===== src/rtl/ercd16_v2_4_if.sv =====
// Operand/result handshake bundle for the ercd16_v2_4 16/8 divider.
// Optional trunc_k operand exists only when ERCD16_TRUNC_EN is defined.
interface ercd16_v2_4_if;
    logic        in_vld;
    logic        in_rdy;
    logic [15:0] dat_in_a;
    logic [7:0]  dat_in_b;
`ifdef ERCD16_TRUNC_EN
    logic [2:0]  trunc_k;
`endif
    logic        out_vld;
    logic        out_rdy;
    logic [7:0]  dat_o;
    logic [7:0]  rem_o;
    logic        dz_o;
    logic        ovf_o;

    modport slave (
        input  in_vld, dat_in_a, dat_in_b, out_rdy,
`ifdef ERCD16_TRUNC_EN
        input  trunc_k,
`endif
        output in_rdy, out_vld, dat_o, rem_o, dz_o, ovf_o
    );

    modport master (
        output in_vld, dat_in_a, dat_in_b, out_rdy,
`ifdef ERCD16_TRUNC_EN
        output trunc_k,
`endif
        input  in_rdy, out_vld, dat_o, rem_o, dz_o, ovf_o
    );
endinterface


===== src/rtl/ercd16_v2_4.sv =====
// Sequential 16/8 unsigned restoring divider with valid/ready on both sides.
// ERCD16_TRUNC_EN adds trunc_k to skip the last k iterations (approximate result).
module ercd16_v2_4 #(
    parameter logic [7:0] DZ_QUO  = 8'hFF,
    parameter logic [7:0] OVF_QUO = 8'hFF
) (
    input  logic          clk,
    input  logic          rst_n,
    ercd16_v2_4_if.slave  bus
);

    localparam int unsigned B_W   = 8;
    localparam int unsigned CNT_W = 3;

    localparam logic [1:0] S_IDLE = 2'b00;
    localparam logic [1:0] S_CALC = 2'b01;
    localparam logic [1:0] S_DONE = 2'b10;

    logic [1:0]       state_q, state_d;
    logic [B_W-1:0]   r_q, r_d;
    logic [B_W-1:0]   q_q, q_d;
    logic [B_W-1:0]   b_q, b_d;
    logic [B_W-1:0]   dat_q, dat_d;
    logic [B_W-1:0]   rem_q, rem_d;
    logic [CNT_W-1:0] cnt_q, cnt_d;
    logic [CNT_W-1:0] k_q, k_d;
    logic [CNT_W-1:0] k_in;
    logic             dz_q, dz_d;
    logic             ovf_q, ovf_d;
    logic             in_rdy_q, in_rdy_d;
    logic             out_vld_q, out_vld_d;
    logic [B_W:0]     trial;

`ifdef ERCD16_TRUNC_EN
    assign k_in = bus.trunc_k;
`else
    assign k_in = '0;
`endif

    // Trial subtraction of the divisor from the shifted partial remainder
    assign trial = {r_q, q_q[B_W-1]} - {1'b0, b_q};

    always_comb begin
        state_d   = state_q;
        r_d       = r_q;
        q_d       = q_q;
        b_d       = b_q;
        dat_d     = dat_q;
        rem_d     = rem_q;
        cnt_d     = cnt_q;
        k_d       = k_q;
        dz_d      = dz_q;
        ovf_d     = ovf_q;

        case (state_q)
            S_IDLE: begin
                if (bus.in_vld && in_rdy_q) begin
                    dz_d  = 1'b0;
                    ovf_d = 1'b0;
                    if (bus.dat_in_b == '0) begin
                        state_d = S_DONE;
                        dz_d    = 1'b1;
                        dat_d   = DZ_QUO;
                        rem_d   = bus.dat_in_a[7:0];
                    end else if (bus.dat_in_a[15:8] >= bus.dat_in_b) begin
                        state_d = S_DONE;
                        ovf_d   = 1'b1;
                        dat_d   = OVF_QUO;
                        rem_d   = '0;
                    end else begin
                        state_d = S_CALC;
                        r_d     = bus.dat_in_a[15:8];
                        q_d     = bus.dat_in_a[7:0];
                        b_d     = bus.dat_in_b;
                        k_d     = k_in;
                        cnt_d   = CNT_W'(7) - k_in;
                    end
                end
            end
            S_CALC: begin
                if (!trial[B_W]) begin
                    r_d = trial[B_W-1:0];
                    q_d = {q_q[B_W-2:0], 1'b1};
                end else begin
                    r_d = {r_q[B_W-2:0], q_q[B_W-1]};
                    q_d = {q_q[B_W-2:0], 1'b0};
                end
                if (cnt_q == '0) begin
                    state_d = S_DONE;
                    // Left-align a truncated quotient; with k=0 this is the exact quotient
                    dat_d   = q_d << k_q;
                    rem_d   = r_d;
                end else begin
                    cnt_d = cnt_q - CNT_W'(1);
                end
            end
            S_DONE: begin
                if (bus.out_rdy) begin
                    state_d = S_IDLE;
                end
            end
            default: begin
                state_d = S_IDLE;
            end
        endcase

        in_rdy_d  = (state_d == S_IDLE);
        out_vld_d = (state_d == S_DONE);
    end

    always_ff @(posedge clk or negedge rst_n) begin
        if (!rst_n) begin
            state_q   <= S_IDLE;
            r_q       <= '0;
            q_q       <= '0;
            b_q       <= '0;
            dat_q     <= '0;
            rem_q     <= '0;
            cnt_q     <= '0;
            k_q       <= '0;
            dz_q      <= 1'b0;
            ovf_q     <= 1'b0;
            in_rdy_q  <= 1'b1;
            out_vld_q <= 1'b0;
        end else begin
            state_q   <= state_d;
            r_q       <= r_d;
            q_q       <= q_d;
            b_q       <= b_d;
            dat_q     <= dat_d;
            rem_q     <= rem_d;
            cnt_q     <= cnt_d;
            k_q       <= k_d;
            dz_q      <= dz_d;
            ovf_q     <= ovf_d;
            in_rdy_q  <= in_rdy_d;
            out_vld_q <= out_vld_d;
        end
    end

    assign bus.in_rdy  = in_rdy_q;
    assign bus.out_vld = out_vld_q;
    assign bus.dat_o   = dat_q;
    assign bus.rem_o   = rem_q;
    assign bus.dz_o    = dz_q;
    assign bus.ovf_o   = ovf_q;

endmodule


===== src/flat_wrapper.sv =====
// flat-port wrapper written by rule: the top's interface ports become plain ports
module ercd16_v2_4_flat 
#(
    parameter logic [7:0] DZ_QUO  = 8'hFF,
    parameter logic [7:0] OVF_QUO = 8'hFF
)
  (clk, rst_n, bus_in_vld, bus_dat_in_a, bus_dat_in_b, bus_out_rdy, bus_in_rdy, bus_out_vld, bus_dat_o, bus_rem_o, bus_dz_o, bus_ovf_o);
  ercd16_v2_4_if bus_i ();
  input  logic clk;
  input  logic rst_n;
  input wire logic [$bits(bus_i.in_vld)-1:0] bus_in_vld;
  input wire logic [$bits(bus_i.dat_in_a)-1:0] bus_dat_in_a;
  input wire logic [$bits(bus_i.dat_in_b)-1:0] bus_dat_in_b;
  input wire logic [$bits(bus_i.out_rdy)-1:0] bus_out_rdy;
  output wire logic [$bits(bus_i.in_rdy)-1:0] bus_in_rdy;
  output wire logic [$bits(bus_i.out_vld)-1:0] bus_out_vld;
  output wire logic [$bits(bus_i.dat_o)-1:0] bus_dat_o;
  output wire logic [$bits(bus_i.rem_o)-1:0] bus_rem_o;
  output wire logic [$bits(bus_i.dz_o)-1:0] bus_dz_o;
  output wire logic [$bits(bus_i.ovf_o)-1:0] bus_ovf_o;
  assign bus_i.in_vld = bus_in_vld;
  assign bus_i.dat_in_a = bus_dat_in_a;
  assign bus_i.dat_in_b = bus_dat_in_b;
  assign bus_i.out_rdy = bus_out_rdy;
  assign bus_in_rdy = bus_i.in_rdy;
  assign bus_out_vld = bus_i.out_vld;
  assign bus_dat_o = bus_i.dat_o;
  assign bus_rem_o = bus_i.rem_o;
  assign bus_dz_o = bus_i.dz_o;
  assign bus_ovf_o = bus_i.ovf_o;
  ercd16_v2_4 #(.DZ_QUO(DZ_QUO), .OVF_QUO(OVF_QUO)) u_core (.clk(clk), .rst_n(rst_n), .bus(bus_i));
endmodule

===== config.mk =====
export PLATFORM = sky130hd
export DESIGN_NAME = ercd16_v2_4_flat
export DESIGN_NICKNAME = d
export VERILOG_FILES = /design/src/rtl/ercd16_v2_4_if.sv /design/src/rtl/ercd16_v2_4.sv /design/src/flat_wrapper.sv
export SDC_FILE = /design/constraint.sdc
export NUM_CORES = 1
export LEC_CHECK = 0
export BUFFER_PORTS_ARGS = -buffer_cell sky130_fd_sc_hd__buf_2
export CAP_MARGIN = 20
export CORE_MARGIN = 2
export CORE_UTILIZATION = 25
export DETAILED_ROUTE_END_ITERATION = 8
export PLACE_DENSITY_LB_ADDON = 0.15
export SLEW_MARGIN = 15
export SYNTH_ARGS = -nofsm -noshare
export SYNTH_HDL_FRONTEND = slang
export SYNTH_SLANG_ARGS = --single-unit

===== constraint.sdc =====
create_clock -name clk -period 7.9 [get_ports clk]
set_input_delay 0.395 -clock clk [delete_from_list [all_inputs] [get_ports clk]]
set_output_delay 0.395 -clock clk [all_outputs]
set_load 0.005 [all_outputs]

==> results.cfg <==
[route]
routed_wirelength_um = 8400
drc_errors = 0
drtIter0Drc = 102
wl_per_cell_um = 16.2
ant_nets = 0
drt_pre_antenna_iters = 4
vias = 2597
via_per_inst = 5.00

[global_routing]
busiest_layer = met2
antenna_found_initial = 0
grt_usage_pct = 13.7
met3_usage_pct = 2.42
grt_max_degree = 50
grtUsageMet1_pct = 17.7
grt_pass1_vias = 2628
gr-total-overflow = 0
grt_pass1_wl_um = 14000
grtUsageMet2_pct = 23.6

[clock_tree]
cts_root_buf = clkbuf_16
post_cts_buffers = 0
insertion_delay_ns = 0.29
clock_path_buffers = 2
htree_num_levels = 2
clkSinkCount = 49
cts_tree = done
cts_resized = 0
clkTransAtPathRegs_ns = 0.07
cts_buffers = 5
cts_hold_buf = 0

[synthesis]
synthCells = 331
seq_area_frac_synth_pct = 40.0
synth.avg_cell_area_um2 = 9.26
netlist_area_mm2 = 0.00307
synth_seq_cells = 49
ys_types = 50
async_flop_share_pct = 100
synth_warnings = 0
synth-edff-count = 0
synth_ff_type = dfrtp_1
syn-num-nets = 378

[timing]
hold_violations = 0
slew_violations = 0
min_period_ns = 2.72
skew_ns = 0.00875
whs_ns = 0.222
fmax_mhz = 368
rsz0062_at_grt = false
worstMarginPinSlew_ns = 0.706
setup_viol = 0
worst_slack_ns = 5.18
slew_headroom_pct = 52.8
setup-tns-final_ns = 0
fin_crit_sh_pct = 34.4

[die]
die_w_um = 115
ioPinCount = 48
die_y_um = 115
fp.dieArea_mm2 = 0.0132
rows = 40
core_area_mm2 = 0.0120
start_util_pct = 25.5

[critical_path]
cp.required_ns = 8.08
crit_buf_inv = 1
critPathMaxFanout = 10
crit_path_end_kind = flop
path_delay_family = compound AO/OA/AOI/OAI gates
worstPathArrival_ns = 2.90
critPathKind = flop to flop
path_cells = inv_1 > ha_1 > fa_1 > nand2b_1 > a211oi_2 > mux2_4 > and3_2 > a21o_2 > a221o_1
cpPeakStageDelay_ns = 0.41
start_kind = flop
critical-path-slowest-cell = fa_1

[hold_path]
min_path_type = primary input to asynchronous set/reset pin

[finish]
fillers = 1324
drive_above_1_share_pct = 21.2
final_cells = 519
area_delta_synth_final_pct = 17.1
nNetsFinal = 418
antennaDiodeCount = 0
multiInputGateArea_mm2 = 0.00164
register_area_mm2 = 0.00123

[power]
cellPowerDensity_mw_per_mm2 = 453
p_sw_w = 0.000706
ir_drop_v = 0.000188
p_int_w = 0.000921
combPwrFrac_pct = 56.7
swShare_pct = 43.4
p_leak_nw = 1.69
clockPowerShare_pct = 15.7
seq_power_share_pct = 27.6

[placement]
hpwl_um = 6250
dp_slack_ns = 5.09
numPortBuffers = 47
globalplace.congestion = 0.799
numPlacedInstances = 511

[flow_run]
drv_cap = 0

[status]
status = finished clean
-- cell usage in the layout, fill, tap and decap left out, drive strengths merged, types with 4 or more instances in the layout --
master,n
nor2,21
ha,18
a21oi,15
a211oi,13
a221o,8
a31oi,16
a22oi,4
buf,49
nor2b,4
dfrtp,48
a21o,9
nand2b,5
nor3,11
clkbuf,6
and3,7
nand2,16
inv,29
mux2i,8
nand3,20
o21ai,37
-- metal layers --
metal | routed length, um | part of all wire, %
met1 | 3940 | 47
met3 | 262 | 3.1
met5 | 0 | 0
met2 | 4100 | 49
met4 | 109 | 1.3
-- cells in the mapped netlist, drive strengths merged (3+ instances only) --
| cell type | instances | area, um^2 |
|---|---|---|
| dfrtp | 48 | 1200 |
| o21ai | 37 | 185 |
| inv | 29 | 109 |
| nor2 | 21 | 81.3 |
| nand3 | 20 | 100 |
| ha | 18 | 225 |
| a31oi | 16 | 100 |
| nand2 | 16 | 62.6 |
| a21oi | 15 | 120 |
| a211oi | 13 | 115 |
| nor3 | 11 | 55.1 |
| a21o | 9 | 76.3 |
| clkbuf | 9 | 33.8 |
| a221o | 8 | 80.1 |
| mux2i | 8 | 80.1 |
| and3 | 7 | 50.1 |
| buf | 7 | 53.8 |
| nand2b | 5 | 31.3 |
| a22oi | 4 | 30.0 |
| nor2b | 4 | 25.0 |
| and2 | 3 | 23.8 |
| or3 | 3 | 23.8 |
-- cell families after synthesis --
logic type / after synthesis / synth area share, %
AOI/OAI and AO/OA: 109 / 24.9
and+or+nand+nor: 96 / 16.3
DFF: 49 / 40.0
buffers and inverters: 45 / 6.41
adders and majority gates: 19 / 8.00
muxes: 10 / 3.47
xor gates and xnor gates: 3 / 0.857
-- sequential cells by signal (all words and copies together), names as in the netlist --
name,count
u_core.cnt_q,3
u_core.r_q,8
u_core.bus.dat_o,8
u_core.bus.in_rdy,1
u_core.bus.dz_o,1
u_core.bus.out_vld,1
u_core.bus.ovf_o,1
u_core.b_q,8
u_core.bus.rem_o,8
u_core.q_q,8
u_core.state_q,2
-- final timing paths --
kind / to / cells after the start / slack [ns] / from
setup / recovery: u_core.bus.rem_o[3]$_DFFE_PN0P_ / 9 / 5.18 / u_core.q_q[7]$_DFFE_PN0P_
hold reg to reg: u_core.cnt_q[0]$_DFFE_PN0P_ / 1 / 0.48 / u_core.cnt_q[0]$_DFFE_PN0P_
hold / removal: u_core.bus.dat_o[3]$_DFFE_PN0P_ / 2 / 0.22 / rst_n
min in group clk: u_core.b_q[0]$_DFFE_PN0P_ / 2 / 0.37 / bus_dat_in_b[0]
setup reg to reg: u_core.bus.rem_o[3]$_DFFE_PN0P_ / 9 / 5.18 / u_core.q_q[7]$_DFFE_PN0P_
max in group asynchronous: u_core.b_q[3]$_DFFE_PN0P_ / 2 / 7.23 / rst_n
-- power groups by stage --
stage	Combinational [W]	Sequential (W)	Clock, W
final	0.000923	0.000449	0.000255
after global routing	0.00106	0.000465	0.000275
after CTS	0.000930	0.000450	0.000265
after detailed placement	0.000922	0.000454	0
after global placement	0.000919	0.000452	0
after floorplan	0.000740	0.000431	0
-- final cells by class --
type	instances	area share, %
multi-input cells	237	45.8
flip-flops and latches	49	34.2
repair buffers	49	6.97
well taps	147	5.12
clock buffers	6	3.87
inverters	29	3.03
clock inverters	2	1.05
-- per-stage QoR --
step                util, %  instance area, um^2  power, W
floorplan                 -                 3070   0.00117
global placement       28.4                 3410   0.00137
detailed placement     28.4                 3410   0.00138
CTS                    29.9                 3590   0.00165
global route           29.9                 3590   0.00180
finish                 29.9                 3590   0.00163
Note: power is estimated with default switching activity, not from simulation.
